<file path="src/rtl/dp_pkg.sv">
// Shared encodings for the datapath selects and ALU opcodes.
package dp_pkg;
   localparam logic [1:0] SEL_X    = 2'd0;
   localparam logic [1:0] SEL_H    = 2'd1;
   localparam logic [1:0] SEL_S    = 2'd2;
   localparam logic [1:0] SEL_ZERO = 2'd3;

   localparam logic [1:0] SELB_A = 2'd0;
   localparam logic [1:0] SELB_B = 2'd1;
   localparam logic [1:0] SELB_C = 2'd2;
   localparam logic [1:0] SELB_X = 2'd3;

   localparam logic [1:0] OP_ADD  = 2'd0;
   localparam logic [1:0] OP_MUL  = 2'd1;
   localparam logic [1:0] OP_SUB  = 2'd2;
   localparam logic [1:0] OP_PASS = 2'd3;
endpackage

</file>
<file path="src/rtl/bloco_operativo_ula.sv">
// Combinational 4-op ALU, zero latency; flags over/underflow of the truncated result.
// SATURATE_EN defined: add/mul clamp to all-ones and sub clamps to zero instead of wrapping.
module ula
   import dp_pkg::*;
#(
   parameter int WIDTH = 8
) (
   input  logic [WIDTH-1:0] a,
   input  logic [WIDTH-1:0] b,
   input  logic [1:0]       op,
   output logic [WIDTH-1:0] y,
   output logic             ovf
);
   logic [WIDTH:0]     sum;
   logic [WIDTH:0]     diff;
   logic [2*WIDTH-1:0] prod;

   assign sum  = {1'b0, a} + {1'b0, b};
   assign diff = {1'b0, a} - {1'b0, b};
   assign prod = {{WIDTH{1'b0}}, a} * {{WIDTH{1'b0}}, b};

   always_comb begin
      y   = a;
      ovf = 1'b0;
      case (op)
         OP_ADD: begin
            y   = sum[WIDTH-1:0];
            ovf = sum[WIDTH];
         end
         OP_MUL: begin
            y   = prod[WIDTH-1:0];
            ovf = |prod[2*WIDTH-1:WIDTH];
         end
         OP_SUB: begin
            // The extra bit of the widened difference is the borrow.
            y   = diff[WIDTH-1:0];
            ovf = diff[WIDTH];
         end
         default: begin
            y   = a;
            ovf = 1'b0;
         end
      endcase
`ifdef SATURATE_EN
      if (ovf) begin
         y = (op == OP_SUB) ? '0 : '1;
      end
`else
`endif
   end
endmodule

</file>
<file path="src/rtl/bloco_operativo.sv">
// Datapath: operand snapshot, X/H/S registers and ALU; result is registered one cycle after valid.
// Result is held with result_valid until acked; a new valid while pending overwrites it and flags overrun (SATURATE_EN selects clamping ALU).
module bloco_operativo
   import dp_pkg::*;
#(
   parameter int WIDTH = 8
) (
   input  logic             clock,
   input  logic             reset,
   input  logic             start,
   input  logic             ready,
   input  logic             valid,
   input  logic             h,
   input  logic             Reg_X,
   input  logic             Reg_H,
   input  logic             Reg_S,
   input  logic [1:0]       m0,
   input  logic [1:0]       m1,
   input  logic [1:0]       m2,
   input  logic [WIDTH-1:0] x_in,
   input  logic [WIDTH-1:0] a_in,
   input  logic [WIDTH-1:0] b_in,
   input  logic [WIDTH-1:0] c_in,
   output logic [WIDTH-1:0] result,
   output logic             result_valid,
   input  logic             result_ack,
   output logic             ovf,
   output logic             overrun
);
   logic [WIDTH-1:0] x_snap_q, x_snap_d, a_snap_q, a_snap_d;
   logic [WIDTH-1:0] b_snap_q, b_snap_d, c_snap_q, c_snap_d;
   logic [WIDTH-1:0] x_q, x_d, h_q, h_d, s_q, s_d;
   logic [WIDTH-1:0] result_q, result_d;
   logic             result_valid_q, result_valid_d;
   logic             ovf_q, ovf_d, overrun_q, overrun_d;

   logic [WIDTH-1:0] alu_a, alu_b, alu_y;
   logic             alu_ovf;
   logic             capture;

   assign capture = ready && start;

   always_comb begin
      alu_a = '0;
      case (m0)
         SEL_X:   alu_a = x_q;
         SEL_H:   alu_a = h_q;
         SEL_S:   alu_a = s_q;
         default: alu_a = '0;
      endcase
      alu_b = '0;
      case (m1)
         SELB_A:  alu_b = a_snap_q;
         SELB_B:  alu_b = b_snap_q;
         SELB_C:  alu_b = c_snap_q;
         default: alu_b = x_q;
      endcase
   end

   ula #(.WIDTH(WIDTH)) u_ula (
      .a   (alu_a),
      .b   (alu_b),
      .op  (m2),
      .y   (alu_y),
      .ovf (alu_ovf)
   );

   always_comb begin
      x_snap_d       = x_snap_q;
      a_snap_d       = a_snap_q;
      b_snap_d       = b_snap_q;
      c_snap_d       = c_snap_q;
      x_d            = x_q;
      h_d            = h_q;
      s_d            = s_q;
      result_d       = result_q;
      result_valid_d = result_valid_q;
      ovf_d          = ovf_q;
      overrun_d      = overrun_q;

      if (capture) begin
         x_snap_d = x_in;
         a_snap_d = a_in;
         b_snap_d = b_in;
         c_snap_d = c_in;
      end
      if (Reg_X) x_d = x_snap_q;
      if (Reg_H) h_d = h ? alu_y : a_snap_q;
      if (Reg_S) s_d = alu_y;

      // A fresh snapshot starts a new computation, so its clear wins.
      if (capture) begin
         ovf_d = 1'b0;
      end else if ((Reg_S || (Reg_H && h)) && alu_ovf) begin
         ovf_d = 1'b1;
      end

      if (valid) begin
         result_d       = s_q;
         result_valid_d = 1'b1;
         if (result_valid_q && !result_ack) overrun_d = 1'b1;
      end else if (result_valid_q && result_ack) begin
         result_valid_d = 1'b0;
      end
   end

   always_ff @(posedge clock) begin
      if (!reset) begin
         x_snap_q       <= '0;
         a_snap_q       <= '0;
         b_snap_q       <= '0;
         c_snap_q       <= '0;
         x_q            <= '0;
         h_q            <= '0;
         s_q            <= '0;
         result_q       <= '0;
         result_valid_q <= 1'b0;
         ovf_q          <= 1'b0;
         overrun_q      <= 1'b0;
      end else begin
         x_snap_q       <= x_snap_d;
         a_snap_q       <= a_snap_d;
         b_snap_q       <= b_snap_d;
         c_snap_q       <= c_snap_d;
         x_q            <= x_d;
         h_q            <= h_d;
         s_q            <= s_d;
         result_q       <= result_d;
         result_valid_q <= result_valid_d;
         ovf_q          <= ovf_d;
         overrun_q      <= overrun_d;
      end
   end

   assign result       = result_q;
   assign result_valid = result_valid_q;
   assign ovf          = ovf_q;
   assign overrun      = overrun_q;
endmodule

</file>
<file path="config.mk">
export PLATFORM = sky130hd
export DESIGN_NAME = bloco_operativo
export DESIGN_NICKNAME = d
export VERILOG_FILES = /design/src/rtl/dp_pkg.sv /design/src/rtl/bloco_operativo_ula.sv /design/src/rtl/bloco_operativo.sv
export SDC_FILE = /design/constraint.sdc
export NUM_CORES = 1
export LEC_CHECK = 0
export CAP_MARGIN = 20
export CORE_MARGIN = 8
export CORE_UTILIZATION = 42
export CTS_CLUSTER_DIAMETER = 30
export DETAILED_ROUTE_END_ITERATION = 7
export PLACE_DENSITY = 0.61
export SETUP_SLACK_MARGIN = 0.3
export SYNTH_ARGS = -nofsm -noshare
export SYNTH_HDL_FRONTEND = slang
export SYNTH_SLANG_ARGS = --single-unit
</file>
<file path="constraint.sdc">
create_clock -name clock -period 7.5 [get_ports clock]
set_input_delay 1.5 -clock clock [delete_from_list [all_inputs] [get_ports clock]]
set_output_delay 1.5 -clock clock [all_outputs]
set_load 0.05 [all_outputs]
</file>
; Word-level counts from Yosys, hierarchy flattened
; Index checks and enable logic that the tools add are counted.
[totals]
register_bits = 67
in_bits = 48
out_inout_bits = 11
wordCells = 42
[op_classes]
n_addsub = 2
n_mul = 1
eq_ne = 6
mux = 7
bitwise = 1
reduce_logical = 14
[ops]
columns = op, n
row1 = one-hot mux 8 bit (3 select lines), 3
row2 = multiplier 8 x 8 -> 16 bit, 1
row3 = adder 8 x 8 -> 9 bit, 1
row4 = subtractor 8 x 8 -> 9 bit, 1
row5 = 2-to-1 mux 8 bit, 1
row6 = OR reduction 8 bit, 1
row7 = "equality test 2 x 1 -> 1 bit, second input constant", 3
row8 = "equality test 2 bit, second input constant", 3
row9 = zero test 2 bit, 3
row10 = logical AND 1 bit, 5
row11 = one-hot mux 1 bit (3 select lines), 1
row12 = 2-to-1 mux 1 bit, 2
row13 = AND reduction 2 bit, 1
row14 = nonzero test 2 bit, 1
row15 = OR reduction 2 bit, 1
row16 = zero test 1 bit, 1
row17 = logical OR 1 bit, 1
row18 = NOT 1 bit, 1

; Logic depth before layout (Yosys ltp)
[depth]
ltp_word = 6
ltp_mapped = 22
ltp_nobuf = 20

; Hierarchy
; Synthesis repeated with hierarchy kept, for this count alone.
[unflattened]
hier_cells = 666
area_unflattened_um2 = 6029.5
[by_module_without_submodules]
columns = mod, instances, cells_each, area_per_inst_um2, seq_area_each_um2
row1 = bloco_operativo, 1, 300, 3083.0, 1341.3
row2 = ula, 1, 366, 2946.6, 0.0

; Least setup slack after synthesis
; Ideal clock, no wire load.
[synth_path]
path_type = input -> register
startpoint = in m1[1]
endpoint = reg ovf_q, in the netlist ovf
setup_time_ps = 134
t_arrival_ps = 6189
required_time_ps = 7366
path_slack_ps = 1177
cell_stages = 16
path_buffers = 1
path_cell_list = clkbuf_1 mux4_2 ha_1 fa_1 inv_1 fa_1 fa_1 fa_1 inv_1 ha_1 a41oi_1 nand2_1 mux2_2 nor3_1 a41o_1 o2111ai_1
[synth_via]
elab_chain_cells = 6
word_cells_on_any_way = 10
cone_classes = add/sub (2) / mul (1) / eq/ne (2) / mux (2) / reduce/logical (3)
[synth_rtl]
columns = element, line_no
row1 = start: declaration, bloco_operativo.sv:18  ; input logic [1:0] m1,
row2 = equality test 2 bit (tied with other cells), bloco_operativo.sv:52  ; case (m1)
row3 = one-hot mux 8 bit (3 select lines) *, bloco_operativo.sv:52
row4 = multiplier 8 x 8 -> 16 bit, bloco_operativo_ula.sv:20  ; assign prod = {{WIDTH{1'b0}}, a} * {{WIDTH{1'b0}}, b};
row5 = OR reduction 8 bit, bloco_operativo_ula.sv:32  ; ovf = |prod[2*WIDTH-1:WIDTH];
row6 = one-hot mux 1 bit (3 select lines) *, bloco_operativo_ula.sv:25  ; case (op)
row7 = logical AND 1 bit *, bloco_operativo.sv:94  ; end else if ((Reg_S || (Reg_H && h)) && alu_ovf) begin
row8 = end signal: assignment, bloco_operativo.sv:130  ; ovf_q <= ovf_d;
row9 = end: declaration, bloco_operativo.sv:35  ; logic ovf_q, ovf_d, overrun_q, overrun_d;
; Mark *: on every way between the ends. The rest lies on a longest branch, timed or not.
; A chain may end at the register's enable or synchronous reset.

; Final worst setup path
[layout_path]
startpoint = in m0[1]
endpoint = reg ovf_q, in the netlist ovf
[layout_via]
elab_chain_cells = 6
word_cells_on_any_way = 10
cone_classes = add/sub (2) / mul (1) / eq/ne (2) / mux (2) / reduce/logical (3)
[layout_rtl]
columns = element, line_no
row1 = start: declaration, bloco_operativo.sv:17  ; input logic [1:0] m0,
row2 = equality test 2 bit (tied with other cells), bloco_operativo.sv:45  ; case (m0)
row3 = one-hot mux 8 bit (3 select lines) *, bloco_operativo.sv:45
row4 = multiplier 8 x 8 -> 16 bit, bloco_operativo_ula.sv:20
row5 = OR reduction 8 bit, bloco_operativo_ula.sv:32
row6 = one-hot mux 1 bit (3 select lines) *, bloco_operativo_ula.sv:25
row7 = logical AND 1 bit *, bloco_operativo.sv:94
; Marked as above.

==> results.py <==
metrics = {
    "setup_path": {
        "required_ns": 7.70,
        "cp.arrival_ns": 7.04,
        "cp-end-kind": "flip-flop",
        "path_class": "in2reg",
        "crit_path_start_kind": "primary input",
        "crit_path_max_fanout": 10,
        "ff2ff_path_depth": 17,
    },
    "finish": {
        "layout-drive-gt1-share_pct": 6.971,
        "n_antenna_cell": 0,
        "final_util_pct": 50.40,
        "syn_to_final_growth_pct": 18.67,
        "regArea_mm2": 0.001341,
        "nets": 879,
        "multi_input_area_mm2": 0.004043,
        "layout.cells.non_filler": 926,
        "nFillCells": 1336,
    },
    "global_routing": {
        "grt_pass1_wl_mm": 26.09,
        "grt.overflow.total": 0,
        "grt_max_degree": 60,
        "grt_usage_pct": 18.02,
        "antenna_found_initial": 0,
        "first_global_vias": 5248,
    },
    "synthesis": {
        "synth-edff-count": 0,
        "async_flop_share_pct": 0,
        "synth_most_common_cell": "nand2_1",
        "syn_inst": 690,
        "ys_top_cells_by_count": "nand2_1, inv_1, dfxtp_1",
        "yosys_warnings": 0,
        "avgSynthCellArea_um2": 8.412,
        "ys_ff_latch": 67,
        "synth_nets": 828,
        "ys.flop_type": "dfxtp_1",
        "yosys.area.top_type": "dfxtp_1",
        "synth_area_leaders": "dfxtp_1, fa_1, ha_1",
        "yosysUniqueCellTypes": 57,
        "synth_top_area_share_pct": 23.11,
        "syn-cell-area_mm2": 0.005804,
        "seq_area_frac_synth_pct": 23.11,
    },
    "outcome": {
        "outcome": "completed",
    },
    "clock_network": {
        "clk_pin_slew_ns": 0.06,
        "holdBufCountCts": 0,
        "cts_root_buffer": "clkbuf_16",
        "postCtsSetupBuffers": 0,
        "cts.htree.levels": 3,
        "tritoncts": "built",
        "post_cts_resized": 0,
        "cts_made_buffers": 9,
        "cts_buffer_depth": 2,
        "clock-sinks": 67,
        "clock_latency_ns": 0.33,
    },
    "floorplan": {
        "die_h_um": 133.6,
        "rows": 43,
        "die_area_mm2": 0.01784,
        "start_util_pct": 42.47,
        "num_io_pins": 59,
        "die_w_um": 133.6,
        "core-area_mm2": 0.01367,
    },
    "placement": {
        "portBuffers": 58,
        "placedCellCount": 909,
        "post-dp-hpwl_mm": 12.51,
        "dp_slack_ns": 0.3456,
        "gp_congestion": 0.9252,
    },
    "sta": {
        "slew_headroom_pct": 37.18,
        "finalClockSkew_ns": 0.008219,
        "fin_crit_ns": 6.838,
        "drv_slew": 0,
        "finalCritPeriodShare_pct": 91.17,
        "rsz0062_at_grt": "false",
        "setup_viol": 0,
        "hold_viol_final": 0,
        "worst_slack_ns": 0.6620,
        "max_freq_ghz": 0.1462,
        "tns_ns": 0,
        "tightestPinTransition_ns": 0.9423,
    },
    "route": {
        "drt-pass1-iter-count": 5,
        "routed_wl_mm": 15.82,
        "ant_nets": 0,
        "drtIter0Drc": 228,
        "routed_via_density": 5.351,
        "wire_per_inst_um": 17.09,
        "vias": 4955,
        "drc": 0,
    },
    "min_path": {
        "holdPathStages": 2,
        "holdCritPathClass": "reg2reg",
    },
    "job": {
        "drv_cap": 0,
    },
    "power_and_ir_drop": {
        "power_density_mw_per_mm2": 149.2,
        "max-vdd-ir-drop_v": 0.0001135,
        "p_leak_nw": 3.011,
    },
}
sequential cells by signal, summed over array words and instances (netlist names):
| signal | count |
|---|---|
| a_snap_q | 8 |
| b_snap_q | 8 |
| c_snap_q | 8 |
| h_q | 8 |
| result | 8 |
| s_q | 8 |
| x_q | 8 |
| x_snap_q | 8 |
| overrun | 1 |
| ovf | 1 |
| result_valid | 1 |
cell usage in the layout (no fill, tap or decap), types with 9 or more instances in the layout:
cell type,netlist,routed
a21oi_1,57,57
and2_1,32,32
buf_4,3,10
clkbuf_16,0,9
clkdlybuf4s50_1,0,58
dfxtp_1,67,67
fa_1,38,38
ha_1,52,52
inv_1,74,74
mux2i_1,34,34
mux4_2,9,9
nand2_1,113,113
nor2_1,38,38
nor2b_1,9,9
o21ai_0,24,24
worst max-delay path, stage by stage:
cell	delay, ns
clkdlybuf4s50_1	0.53
nor2b_1	0.55
o2bb2ai_1	0.50
and2_1	0.27
fa_1	0.39
inv_1	0.09
fa_1	0.42
fa_1	0.54
inv_1	0.05
fa_1	0.48
ha_1	0.40
a211oi_1	0.35
o21bai_1	0.16
a21oi_1	0.16
o221a_2	0.21
xor2_1	0.15
a41o_1	0.17
o2111ai_1	0.10
routing by layer:
| metal | global-route usage, % | wire (µm) | up-vias |
|---|---|---|---|
| li1 | - | - | 2428 |
| met1 | 21.85 | 6954 | 2351 |
| met2 | 30.44 | 7590 | 148 |
| met3 | 4.292 | 837 | 28 |
| met4 | 6.425 | 439 | 0 |
| met5 | 0 | 0 | - |
where the power goes:
| group | switching [mW] | internal (mW) |
|---|---|---|
| clock | 0.167 | 0.269 |
| sequential | 0.0121 | 0.373 |
| combinational | 0.116 | 0.0903 |
| total | 0.295 | 0.733 |
cell type report:
| cell class | instances | share of cell area (%) |
|---|---|---|
| multi-input combinational | 518 | 58.69 |
| sequential | 67 | 19.47 |
| inverter | 76 | 4.142 |
| tap | 180 | 3.270 |
| timing repair buffer | 69 | 9.918 |
| clock inverter | 6 | 1.035 |
| clock buffer | 10 | 3.470 |
path summary, 6_finish.rpt:
kind	start	endpoint	slack (ns)
worst max register to register	x_q[2]	ovf	2.13
worst min-delay path	c_snap_q[1]	c_snap_q[1]	0.46
worst max-delay path	m0[1]	ovf	0.66
worst min register to register	c_snap_q[1]	c_snap_q[1]	0.46
logic make-up (layout without fill, tap and decap cells):
kind of cell               count (synthesis)  in the layout  share of synthesized area, %
buffers and inverters                    105            161                         7.243
adders and majority gates                 90             90                         24.32
and+or+nand+nor                          228            228                         18.15
xor gates and xnor gates                  12             12                         1.811
DFF                                       67             67                         23.11
muxes                                     47             47                         10.13
AOI/OAI and AO/OA                        141            141                         15.24
stage by stage:
stage	total power, mW	hold slack, ns	area [µm²]
2_1_floorplan	0.5225	0.4331	5804
6_report	1.028	0.4587	6888
5_1_grt	1.073	0.4806	6888
3_5_place_dp	0.5958	0.4516	6550
4_1_cts	1.032	0.4594	6860
3_3_place_gp	0.5926	0.4459	6550
(Power assumes the default switching activity.)
